### src/rtl/rr_arbiter8.sv
// rr_arbiter8 -- round-robin arbiter sharing one 8-input resource among
// eight requesters. A grant is held until the owner releases it. Priority
// then rotates to the requester after the owner, so no requester starves.
//
// Ports:
//   clk      rising-edge clock
//   rst_n    asynchronous active-low reset
//   req      level-sensitive request vector, bit k = requester k
//   done     single-cycle release pulse from the current owner
//   gnt      one-hot grant, all-zero when idle
//   gnt_id   binary index of the granted requester (valid with gnt_val)
//   gnt_val  high while a grant is active
//   timeout  one-cycle pulse when a grant is forcibly revoked
//
// Build option: define ARB_TIMEOUT_EN to add the hold counter that revokes
// a grant after MAX_HOLD cycles. Without it, timeout is constant zero.

module rr_arbiter8 #(
  parameter int NREQ     = 8,
  parameter int IDW      = 3,
  parameter int MAX_HOLD = 15
) (
  input  logic            clk,
  input  logic            rst_n,
  input  logic [NREQ-1:0] req,
  input  logic            done,
  output logic [NREQ-1:0] gnt,
  output logic [IDW-1:0]  gnt_id,
  output logic            gnt_val,
  output logic            timeout
);

  typedef enum logic {IDLE, GRANT} state_t;

  state_t          state_q, state_d;
  logic [IDW-1:0]  ptr_q, ptr_d;
  logic [IDW-1:0]  id_q, id_d;

  logic [NREQ-1:0] owner_oh;
  logic [IDW-1:0]  rot_ptr;
  logic [IDW:0]    pick_idle;
  logic [IDW:0]    pick_rot;
  logic            user_rel;
  logic            expire;

`ifdef ARB_TIMEOUT_EN
  logic [7:0]      hold_q, hold_d;
  logic            timeout_q, timeout_d;
`endif

  // First set bit of r searching upward from start, wrapping at the top.
  // Result is {found, index}. Scanning downward in offset lets the smallest
  // offset overwrite any later hit, so no early exit is needed. The index
  // wraps naturally because NREQ == 2**IDW.
  function automatic logic [IDW:0] pick(input logic [NREQ-1:0] r,
                                        input logic [IDW-1:0]  start);
    logic [IDW-1:0] idx;
    logic [IDW:0]   res;
    res = '0;
    for (int i = NREQ - 1; i >= 0; i--) begin
      idx = start + IDW'(i);
      if (r[idx]) res = {1'b1, idx};
    end
    return res;
  endfunction

  // State register. Reset clears everything, so arbitration restarts with
  // requester 0 at highest priority.
  always_ff @(posedge clk or negedge rst_n) begin
    if (!rst_n) begin
      state_q   <= IDLE;
      ptr_q     <= '0;
      id_q      <= '0;
`ifdef ARB_TIMEOUT_EN
      hold_q    <= '0;
      timeout_q <= 1'b0;
`endif
    end else begin
      state_q   <= state_d;
      ptr_q     <= ptr_d;
      id_q      <= id_d;
`ifdef ARB_TIMEOUT_EN
      hold_q    <= hold_d;
      timeout_q <= timeout_d;
`endif
    end
  end

  // Next-state logic. On a release, the pointer moves past the owner.
  // Re-arbitration happens on the same edge with the owner masked out, so
  // a handover never leaves an idle bubble. A voluntary release lets a
  // lone owner win again. A timeout never does.
  always_comb begin
    state_d   = state_q;
    ptr_d     = ptr_q;
    id_d      = id_q;
    owner_oh  = NREQ'(1) << id_q;
    rot_ptr   = id_q + IDW'(1);
    pick_idle = pick(req, ptr_q);
    pick_rot  = pick(req & ~owner_oh, rot_ptr);
    user_rel  = done || !req[id_q];
`ifdef ARB_TIMEOUT_EN
    expire    = !user_rel && (hold_q == 8'(MAX_HOLD - 1));
    hold_d    = '0;
    timeout_d = 1'b0;
`else
    expire    = 1'b0;
`endif

    case (state_q)
      IDLE: begin
        if (pick_idle[IDW]) begin
          state_d = GRANT;
          id_d    = pick_idle[IDW-1:0];
        end
      end
      GRANT: begin
        if (user_rel || expire) begin
          ptr_d = rot_ptr;
          if (pick_rot[IDW]) begin
            id_d = pick_rot[IDW-1:0];
          end else if (req[id_q] && !expire) begin
            id_d = id_q;
          end else begin
            state_d = IDLE;
          end
`ifdef ARB_TIMEOUT_EN
          timeout_d = expire;
`endif
        end else begin
`ifdef ARB_TIMEOUT_EN
          hold_d = hold_q + 8'd1;
`endif
        end
      end
      default: state_d = IDLE;
    endcase
  end

  // Output decode. These are pure functions of registers, so the outputs
  // change only on clock edges or asynchronously on reset.
  always_comb begin
    gnt_val = (state_q == GRANT);
    gnt     = gnt_val ? (NREQ'(1) << id_q) : '0;
    gnt_id  = gnt_val ? id_q : '0;
  end

`ifdef ARB_TIMEOUT_EN
  assign timeout = timeout_q;
`else
  // MAX_HOLD is limited to 1..255, so this is always zero. Writing it in
  // terms of the parameter keeps MAX_HOLD referenced in this build.
  assign timeout = (MAX_HOLD < 1);
`endif

endmodule

### config.mk
export PLATFORM = sky130hd
export DESIGN_NAME = rr_arbiter8
export DESIGN_NICKNAME = d
export VERILOG_FILES = /design/src/rtl/rr_arbiter8.sv
export SDC_FILE = /design/constraint.sdc
export NUM_CORES = 1
export LEC_CHECK = 0
export BUFFER_PORTS_ARGS = -buffer_cell sky130_fd_sc_hd__buf_4
export CAP_MARGIN = 20
export CORE_MARGIN = 1
export CORE_UTILIZATION = 65
export DETAILED_ROUTE_END_ITERATION = 16
export PLACE_DENSITY = 0.95
export SLEW_MARGIN = 40
export SYNTH_ARGS = -nofsm -noshare
export SYNTH_HDL_FRONTEND = slang
export SYNTH_SLANG_ARGS = --single-unit
### constraint.sdc
create_clock -name clk -period 6.35 [get_ports clk]
set_input_delay 1.27 -clock clk [delete_from_list [all_inputs] [get_ports clk]]
set_output_delay 1.27 -clock clk [all_outputs]
set_load 0.1 [all_outputs]
== Yosys cells after proc, flatten, opt, wreduce, memory -nomap -nowiden ==
Cells that the tools add are included.

* Register bits after elaboration: 7
* Word-level logic and storage cells: 107

* $add $sub $neg: 15
* Order comparisons: 17
* Equality and inequality tests: 3
* Shifts and indexed selects: 1
* Muxes and demuxes: 61
* Bitwise gates (word level): 3
* Reductions and logical operators: 4

{| class="wikitable"
|+ Operators by type and width
! cell !! count
|-
| 3-bit by 4-bit < comparator with 1-bit output, second input constant || 17
|-
| 4-bit two-way mux || 16
|-
| 1-bit binary-select mux with 3-bit select || 17
|-
| 3-bit adder, second input constant || 8
|-
| 1-bit two-way mux || 21
|-
| 3-bit by 2-bit adder with 3-bit output, second input constant || 4
|-
| 3-bit two-way mux || 4
|-
| 3-bit by 1-bit adder with 3-bit output, second input constant || 3
|-
| 8-bit AND || 1
|-
| 8-bit two-way mux || 1
|-
| 8-bit inverter || 1
|-
| 1-bit by 3-bit << shifter with 8-bit output, first input constant || 1
|-
| 3-bit case mux with 2 select lines || 1
|-
| 2-bit by 1-bit != test with 1-bit output, second input constant || 2
|-
| 3-bit AND reduction || 1
|-
| 2-bit != test, second input constant || 1
|-
| 1-bit case mux with 2 select lines || 1
|-
| 2-bit AND reduction || 1
|-
| 1-bit logical NOT || 1
|-
| 1-bit logical OR || 1
|-
| 1-bit inverter || 1
|}

== Depth between registers and ports, before layout ==
Gate-level depths: netlist (run 1).

* Depth after elaboration: 16
* Mapped depth: 13
* Depth with buffers taken out: 10

== Worst setup path after synthesis (run 1) ==
OpenSTA, ideal clock, no wires.

* Path kind: reg2out
* From: register state_q, in the netlist gnt_val
* To: output port gnt[0]
* Arrival: 2.123 ns
* Setup slack: 2.957 ns
* Stages on the path, launching flop included: 4
* Path through: dfrtp_1 clkbuf_8 and2b_2 and2_1

* Longest elaborated chain between the ends: 1

{| class="wikitable"
|+ RTL lines
! what !! line !! text
|-
| start: declaration || 35 || <nowiki>state_t state_q, state_d;</nowiki>
|-
| start signal: assignment || 79 || <nowiki>state_q <= state_d;</nowiki>
|-
| 8-bit two-way mux || 144 || <nowiki>gnt = gnt_val ? (NREQ'(1) << id_q) : '0;</nowiki>
|-
| end: declaration || 27 || <nowiki>output logic [NREQ-1:0] gnt,</nowiki>
|}

No other way between the ends.

== Final worst setup path (run 1) ==
* From: register id_q[0]
* To: register id_q[1]

* Elaborated cells on any way between the ends: 45
* Those cells by class: add/sub (8); eq/ne (2); shift (1); mux (29); bitwise (2); reduce/logical (3)

{| class="wikitable"
|+ RTL lines
! what !! line !! text
|-
| start: declaration || 37 || <nowiki>logic [IDW-1:0] id_q, id_d;</nowiki>
|-
| start signal: assignment || 81 || <nowiki>id_q <= id_d;</nowiki>
|-
| 3-bit by 1-bit adder with 3-bit output * || 98 || <nowiki>rot_ptr = id_q + IDW'(1);</nowiki>
|-
| net rot_ptr[0] || 40 || <nowiki>logic [IDW-1:0] rot_ptr;</nowiki>
|-
| 3-bit adder || 61 || <nowiki>idx = start + IDW'(i);</nowiki>
|-
| 1-bit binary-select mux with 3-bit select || 62 || <nowiki>if (r[idx]) res = {1'b1, idx};</nowiki>
|-
| 1-bit two-way mux (implied by the code) || 62 ||
|-
| 4-bit two-way mux (7 in a row) || 62 ||
|-
| 4-bit two-way mux * || 62 ||
|-
| 3-bit two-way mux || 120 || <nowiki>if (pick_rot[IDW]) begin</nowiki>
|-
| 3-bit two-way mux || 118 || <nowiki>if (user_rel || expire) begin</nowiki>
|-
| 3-bit case mux with 2 select lines || 110 || <nowiki>case (state_q)</nowiki>
|}

The timed path passes the listed nets; every way through them passes the cells marked *. The select of a mux whose other input is x is not followed.
A chain may end at the register's enable or synchronous reset.

==> flow_summary.json, run 1 <==
{
  "grt_pass1_vias": 2146,
  "synth_seq_cells": 7,
  "cts_htree_levels": 1,
  "die_x_um": 61.98,
  "coreArea_mm2": 0.003390,
  "min_from": "id_q[2]$_DFFE_PN0P_",
  "drt_pre_antenna_iters": 5,
  "worst_slack_ns": 2.269,
  "r2r_cells": 9,
  "post_cts_resized": 0,
  "ant_nets": 0,
  "antenna_found_initial": 0,
  "slowest_stage": "dfrtp_2",
  "maxSlewViolCount": 0,
  "cts_buffers": 3,
  "status": "complete, no violations",
  "grt_overflow": 0,
  "hold_path.class": "register to register",
  "start_util": 0.6899,
  "postPlaceCellArea_mm2": 0.002405,
  "pre_cts_ws_ns": 2.332,
  "end_kind": "register",
  "ctsHoldBuffers": 0,
  "slew_headroom": 0.4529,
  "synth_cells": 278,
  "drcViolationCount": 0,
  "die-area_mm2": 0.003842,
  "reg2reg_setup_slack_ns": 2.27,
  "crit_start": "id_q[0]$_DFFE_PN0P_",
  "cts_root_buf": "clkbuf_4",
  "diodes": 0,
  "yosysUniqueCellTypes": 74,
  "fin_worst_skew_ns": 0.003703,
  "setup_viol": 0,
  "fmax_ghz": 0.2451,
  "path_class": "register to register",
  "synth_top_area_frac": 0.1348,
  "final-hold-violation-count": 0,
  "synthesis.area_mm2": 0.002338,
  "start_kind": "register",
  "clk_latency_ns": 0.24,
  "port_buffers": 22,
  "drv_cap": 0,
  "yosysWarnings": 0,
  "rows": 21,
  "finalInstanceArea_mm2": 0.002439,
  "routed_wl_um": 6389,
  "syn2layout_area_growth_pct": 4.280,
  "synth.net_count": 299,
  "timing_worst_slew_pin_value_ns": 0.8206,
  "cp_data_arrival_time_ns": 4.20,
  "crit_required_ns": 6.47,
  "crit_path_max_incr_delay_ns": 0.76,
  "synthTopCellsByArea": "mux4_2 (13%), mux2i_1 (8.1%), dfrtp_1 (7.5%)",
  "crit_fanout": 30,
  "drive_gt1_frac": 0.2632,
  "dp_hpwl_um": 4620,
  "period_share": 0.6426,
  "holdPathEnd": "id_q[2]$_DFFE_PN0P_",
  "path_cells": "inv_2 > ha_1 > xnor2_2 > mux4_2 > nand2_1 > a31oi_1 > or4_1 > a211oi_1 > o41ai_1",
  "async_flop_share": 1.000,
  "post-route-util": 0.7195,
  "wl_per_cell_um": 19.30,
  "timing.rr.start": "id_q[0]$_DFFE_PN0P_",
  "post_cts_buffers": 0,
  "ys.flop_type": "dfrtp_1",
  "clk_pin_slew_ns": 0.05,
  "rsz0062_at_grt": "no",
  "r2r-end": "id_q[1]$_DFFE_PN0P_",
  "track_usage": 0.3345,
  "period_needed_ns": 4.081,
  "vias_per_cell": 7.299,
  "drt_iter0_drc": 364,
  "yosysSeqAreaShare": 0.07491,
  "clock_sinks": 7,
  "gp_congestion": 1.020,
  "hold_depth": 2,
  "tns_ns": 0,
  "final_nets": 307,
  "vias": 2416,
  "grt_pass1_wl_um": 9646,
  "synth_area_per_cell_um2": 8.412,
  "synth-edff-count": 0,
  "cts_tree": "yes",
  "grt_max_degree": 31,
  "synth.largest_area_cell": "mux4_2",
  "pin_count": 24,
  "clockBufferDepth": 2,
  "die_h_um": 61.98
}
## layout make-up
type | count | area (um2)
Clock buffer | 4 | 26.28
Timing Repair Buffer | 22 | 165.2
Multi-Input combinational cell | 240 | 1968
Fill cell | 279 | 950.9
Inverter | 12 | 45.04
Sequential cell | 7 | 176.4
Tap cell | 46 | 57.56
## routing by layer
layer  global-route usage  up-vias  routed length (um)
met3              0.09731       14                 772
li1                     -     1090                   -
met1               0.4381     1130                2538
met4              0.06349        0                 100
met5                    0        -                   0
met2               0.5517      182                2978
## registers in the layout, indices dropped and copies added (netlist names)
register / flops
gnt_val: 1
id_q: 3
ptr_q: 3
## worst max-delay path by stage
stage	endpoint	slack [ns]	cells past startpoint
final	id_q[1]$_DFFE_PN0P_	2.27	9
after global routing	id_q[0]$_DFFE_PN0P_	2.04	9
after CTS	id_q[1]$_DFFE_PN0P_	2.34	9
after detailed placement	id_q[1]$_DFFE_PN0P_	2.33	9
after global placement	id_q[1]$_DFFE_PN0P_	2.18	9
after floorplan	gnt[0]	2.96	3
## logic make-up (layout without fill, tap and decap cells)
| family | count (synthesis) | after routing | share of synthesized area |
|---|---|---|---|
| muxes | 43 | 43 | 0.2659 |
| AOI/OAI and AO/OA | 96 | 96 | 0.2911 |
| xor gates and xnor gates | 7 | 7 | 0.02943 |
| and+or+nand+nor | 83 | 83 | 0.1969 |
| DFF | 7 | 7 | 0.07491 |
| adders and majority gates | 10 | 10 | 0.05350 |
| buffers and inverters | 31 | 38 | 0.08668 |
| other | 1 | 1 | 0.001604 |
## stage by stage
step | cells | hold WS [ns]
4_1_cts | 331 | 0.7535
3_5_place_dp | 327 | 0.7524
3_3_place_gp | 327 | 0.7107
5_1_grt | 331 | 0.7899
2_1_floorplan | 278 | 0.6242
6_report | 331 | 0.7580
## Yosys cell counts (all sizes together) (5+ instances only)
cell type and n:
o211ai 6, nand3 5, a21o 6, o21ai 18
nor3 7, ha 10, inv 12, clkbuf 9
nand2 22, a21oi 21, mux2 10, buf 10
nor2b 5, mux4 14, and2 10, xnor2 5
nor2 9, dfrtp 7, mux2i 19, a211oi 6
## cells in the final DEF (no fill, tap or decap), types with 10 or more instances in the layout
cell / instances
a21oi_1: 20
inv_1: 11
buf_4: 22
ha_1: 10
nand2_1: 21
mux2i_1: 19
mux4_2: 14
o21ai_0: 17
## critical path: cells and delay by family (launching register included)
| kind | cells | cell delay, ns |
|---|---|---|
| AOI/OAI and AO/OA | 3 | 0.48 |
| xor gates and xnor gates | 1 | 0.54 |
| and+or+nand+nor | 2 | 0.65 |
| muxes | 1 | 0.63 |
| adders and majority gates | 1 | 0.65 |
| DFF | 1 | 0.76 |
| buffers and inverters | 1 | 0.23 |
Power of run 1 is left out: the tool's default activity adds up to more than one toggle a clock period on the data nets, which glitch-free logic cannot reach.
==> run 2: changes to the inputs <==
--- a/config.mk
+++ b/config.mk
@@ -5,12 +5,13 @@
 export SDC_FILE = /design/constraint.sdc
 export NUM_CORES = 1
 export LEC_CHECK = 0
+export ABC_AREA = 1
 export BUFFER_PORTS_ARGS = -buffer_cell sky130_fd_sc_hd__buf_4
 export CAP_MARGIN = 20
 export CORE_MARGIN = 1
-export CORE_UTILIZATION = 65
+export CORE_UTILIZATION = 60
 export DETAILED_ROUTE_END_ITERATION = 16
-export PLACE_DENSITY = 0.95
+export PLACE_DENSITY = 0.92
 export SLEW_MARGIN = 40
 export SYNTH_ARGS = -nofsm -noshare
 export SYNTH_HDL_FRONTEND = slang
==> constraint.sdc (replaced) <==
create_clock -name clk -period 3.8 [get_ports clk]
set_input_delay 0.76 -clock clk [delete_from_list [all_inputs] [get_ports clk]]
set_output_delay 0.76 -clock clk [all_outputs]
set_load 0.1 [all_outputs]
==> run 2 against run 1 <==
Net effect: die area is 8.6% lower; sequential share of layout area is 1.1 points higher; utilization is 3.6 points lower; global-route usage is 0.25 points lower; first-iteration DRC count is 45% lower; clock-buffer cell count stayed put; critical path depth is 7 higher; setup slack worse by 1.2 ns; synthesized area is 16% lower; synthesized cell count is 26% higher; clock skew is 0.0019 ns lower; highest routed layer unchanged; critical endpoint is now id_q[2]$_DFFE_PN0P_.
==> flow_summary.json, run 2 <==
{
  "cts_htree_levels": 1,
  "setup_viol": 0,
  "clk_pin_slew_ns": 0.05,
  "synth-edff-count": 0,
  "start_util": 0.6390,
  "die_h_um": 59.26,
  "pin_count": 24,
  "post_cts_buffers": 0,
  "clk_latency_ns": 0.25,
  "yosysUniqueCellTypes": 36,
  "start_kind": "register",
  "drv_cap": 0,
  "maxSlewViolCount": 0,
  "wl_per_cell_um": 13.24,
  "syn2layout_area_growth_pct": 6.998,
  "die-area_mm2": 0.003511,
  "fmax_ghz": 0.3616,
  "synth_cells": 350,
  "die_x_um": 59.26,
  "timing_worst_slew_pin_value_ns": 0.5940,
  "fin_worst_skew_ns": 0.001783,
  "period_needed_ns": 2.766,
  "cts_buffers": 3,
  "synth_commonest_cells": "nand2_1 (120), nand3_1 (67), inv_1 (36)",
  "ys.flop_type": "dfrtp_1",
  "diodes": 0,
  "slew_headroom": 0.6040,
  "layout_common_cells": "nand2_1 (120), nand3_1 (67), inv_1 (36)",
  "crit_fanout": 10,
  "rsz0062_at_grt": "no",
  "antenna_found_initial": 0,
  "end_kind": "register",
  "ant_nets": 0,
  "vias_per_cell": 5.666,
  "synth_seq_cells": 7,
  "gp_congestion": 1.022,
  "clock_sinks": 7,
  "fill_cells": 304,
  "synth_top_area_frac": 0.2290,
  "path_class": "register to register",
  "cts_tree": "yes",
  "final_nets": 388,
  "async_flop_share": 1.000,
  "clockBufferDepth": 2,
  "tns_ns": 0,
  "track_usage": 0.3320,
  "status": "complete, no violations",
  "port_buffers": 22,
  "routed_wl_um": 5429,
  "synthesis.area_mm2": 0.001967,
  "ctsHoldBuffers": 0,
  "yosysMostFrequentCell": "nand2_1",
  "drt_pre_antenna_iters": 5,
  "r2r-end": "id_q[2]$_DFFE_PN0P_",
  "grt_max_degree": 23,
  "vias": 2323,
  "synth.largest_area_cell": "nand2_1",
  "reg2reg_setup_slack_ns": 1.03,
  "grt_pass1_vias": 1981,
  "period_share": 0.7278,
  "final-hold-violation-count": 0,
  "cts_root_buf": "clkbuf_4",
  "yosysWarnings": 0,
  "synthTopCellsByArea": "nand2_1 (23%), nand3_1 (17%), dfrtp_1 (8.9%)",
  "cp_data_arrival_time_ns": 2.91,
  "crit_required_ns": 3.94,
  "drt_iter0_drc": 201,
  "rows": 20,
  "synth_area_per_cell_um2": 5.620,
  "post_cts_resized": 0,
  "drive_gt1_frac": 0.1721,
  "mostFrequentLayoutCell": "nand2_1",
  "timing.rr.start": "id_q[1]$_DFFE_PN0P_",
  "grt_pass1_wl_um": 8852,
  "grt_overflow": 0,
  "coreArea_mm2": 0.003078,
  "yosysSeqAreaShare": 0.08906,
  "r2r_cells": 16,
  "drcViolationCount": 0,
  "hold_path.class": "primary input to async pin",
  "dp_hpwl_um": 4357,
  "synth.net_count": 371
}
run 2: cell types whose count changed after synthesis, moves of 10 or more:
cell     change
nand2_2     +10
o21ai_0     -13
nand3_1     +62
mux2i_1     -19
nand2_1     +99
mux4_2      -14
inv_1       +25
run 2: worst max-delay path, cell delays in order (launching register included):
cell     delay, ns
dfrtp_1       0.57
inv_1         0.15
ha_1          0.49
inv_4         0.19
nand2_1       0.08
nand2_2       0.15
nand3_1       0.16
nand3_2       0.12
nand2_2       0.07
inv_2         0.05
nand2_1       0.04
nor2_1        0.12
nand4_2       0.13
nand3_4       0.14
nor2_1        0.07
nand2_1       0.07
nand2_1       0.04
run 2: cell type report:
cell class                      instances  area, um2  area share
Clock buffer                            4      26.28     0.01249
Inverter                               44      167.7     0.07967
Multi-Input combinational cell        288       1508      0.7164
Sequential cell                         7      175.2     0.08323
Tap cell                               44      55.05     0.02616
Timing Repair Buffer                   23      172.7     0.08205
run 2: cells by family after synthesis:
| family | count (synthesis) | synth area share |
|---|---|---|
| DFF | 7 | 0.08906 |
| and+or+nand+nor | 236 | 0.5617 |
| other | 1 | 0.001907 |
| AOI/OAI and AO/OA | 34 | 0.09670 |
| xor gates and xnor gates | 7 | 0.04263 |
| adders and majority gates | 10 | 0.06361 |
| buffers and inverters | 55 | 0.1444 |
run 2: worst max-delay path by stage:
stage                                     end  depth (start not counted)           startpoint  slack, ns
after detailed placement  id_q[2]$_DFFE_PN0P_                         16  id_q[1]$_DFFE_PN0P_       1.10
after global routing      id_q[2]$_DFFE_PN0P_                         17  id_q[1]$_DFFE_PN0P_       0.87
after CTS                 id_q[2]$_DFFE_PN0P_                         16  id_q[1]$_DFFE_PN0P_       1.08
final                     id_q[2]$_DFFE_PN0P_                         16  id_q[1]$_DFFE_PN0P_       1.03
after global placement    id_q[2]$_DFFE_PN0P_                         16  id_q[1]$_DFFE_PN0P_       1.09
after floorplan                        gnt[0]                          3    gnt_val$_DFF_PN0_       0.45
run 2: metal layers:
layer  global-route usage  vias to the layer above  share of wire
met5                    0                        -              0
met4               0.1190                        0          0.025
met3              0.03057                       21          0.071
met2               0.5891                      124           0.49
met1               0.4139                     1010           0.41
li1                     -                     1168              -
run 2: metrics by stage:
stage | instance area [um2] | setup WS (ns) | hold WS, ns | util | std cells
floorplan | 1967 | 0.4544 | 0.4644 | - | 350
global placement | 2078 | 1.089 | 0.5760 | 0.6752 | 406
detailed placement | 2078 | 1.095 | 0.5757 | 0.6752 | 406
CTS | 2105 | 1.079 | 0.3111 | 0.6837 | 410
global route | 2105 | 0.8685 | 0.3039 | 0.6837 | 410
finish | 2105 | 1.034 | 0.3120 | 0.6837 | 410
Power of run 2 is left out for the same reason.
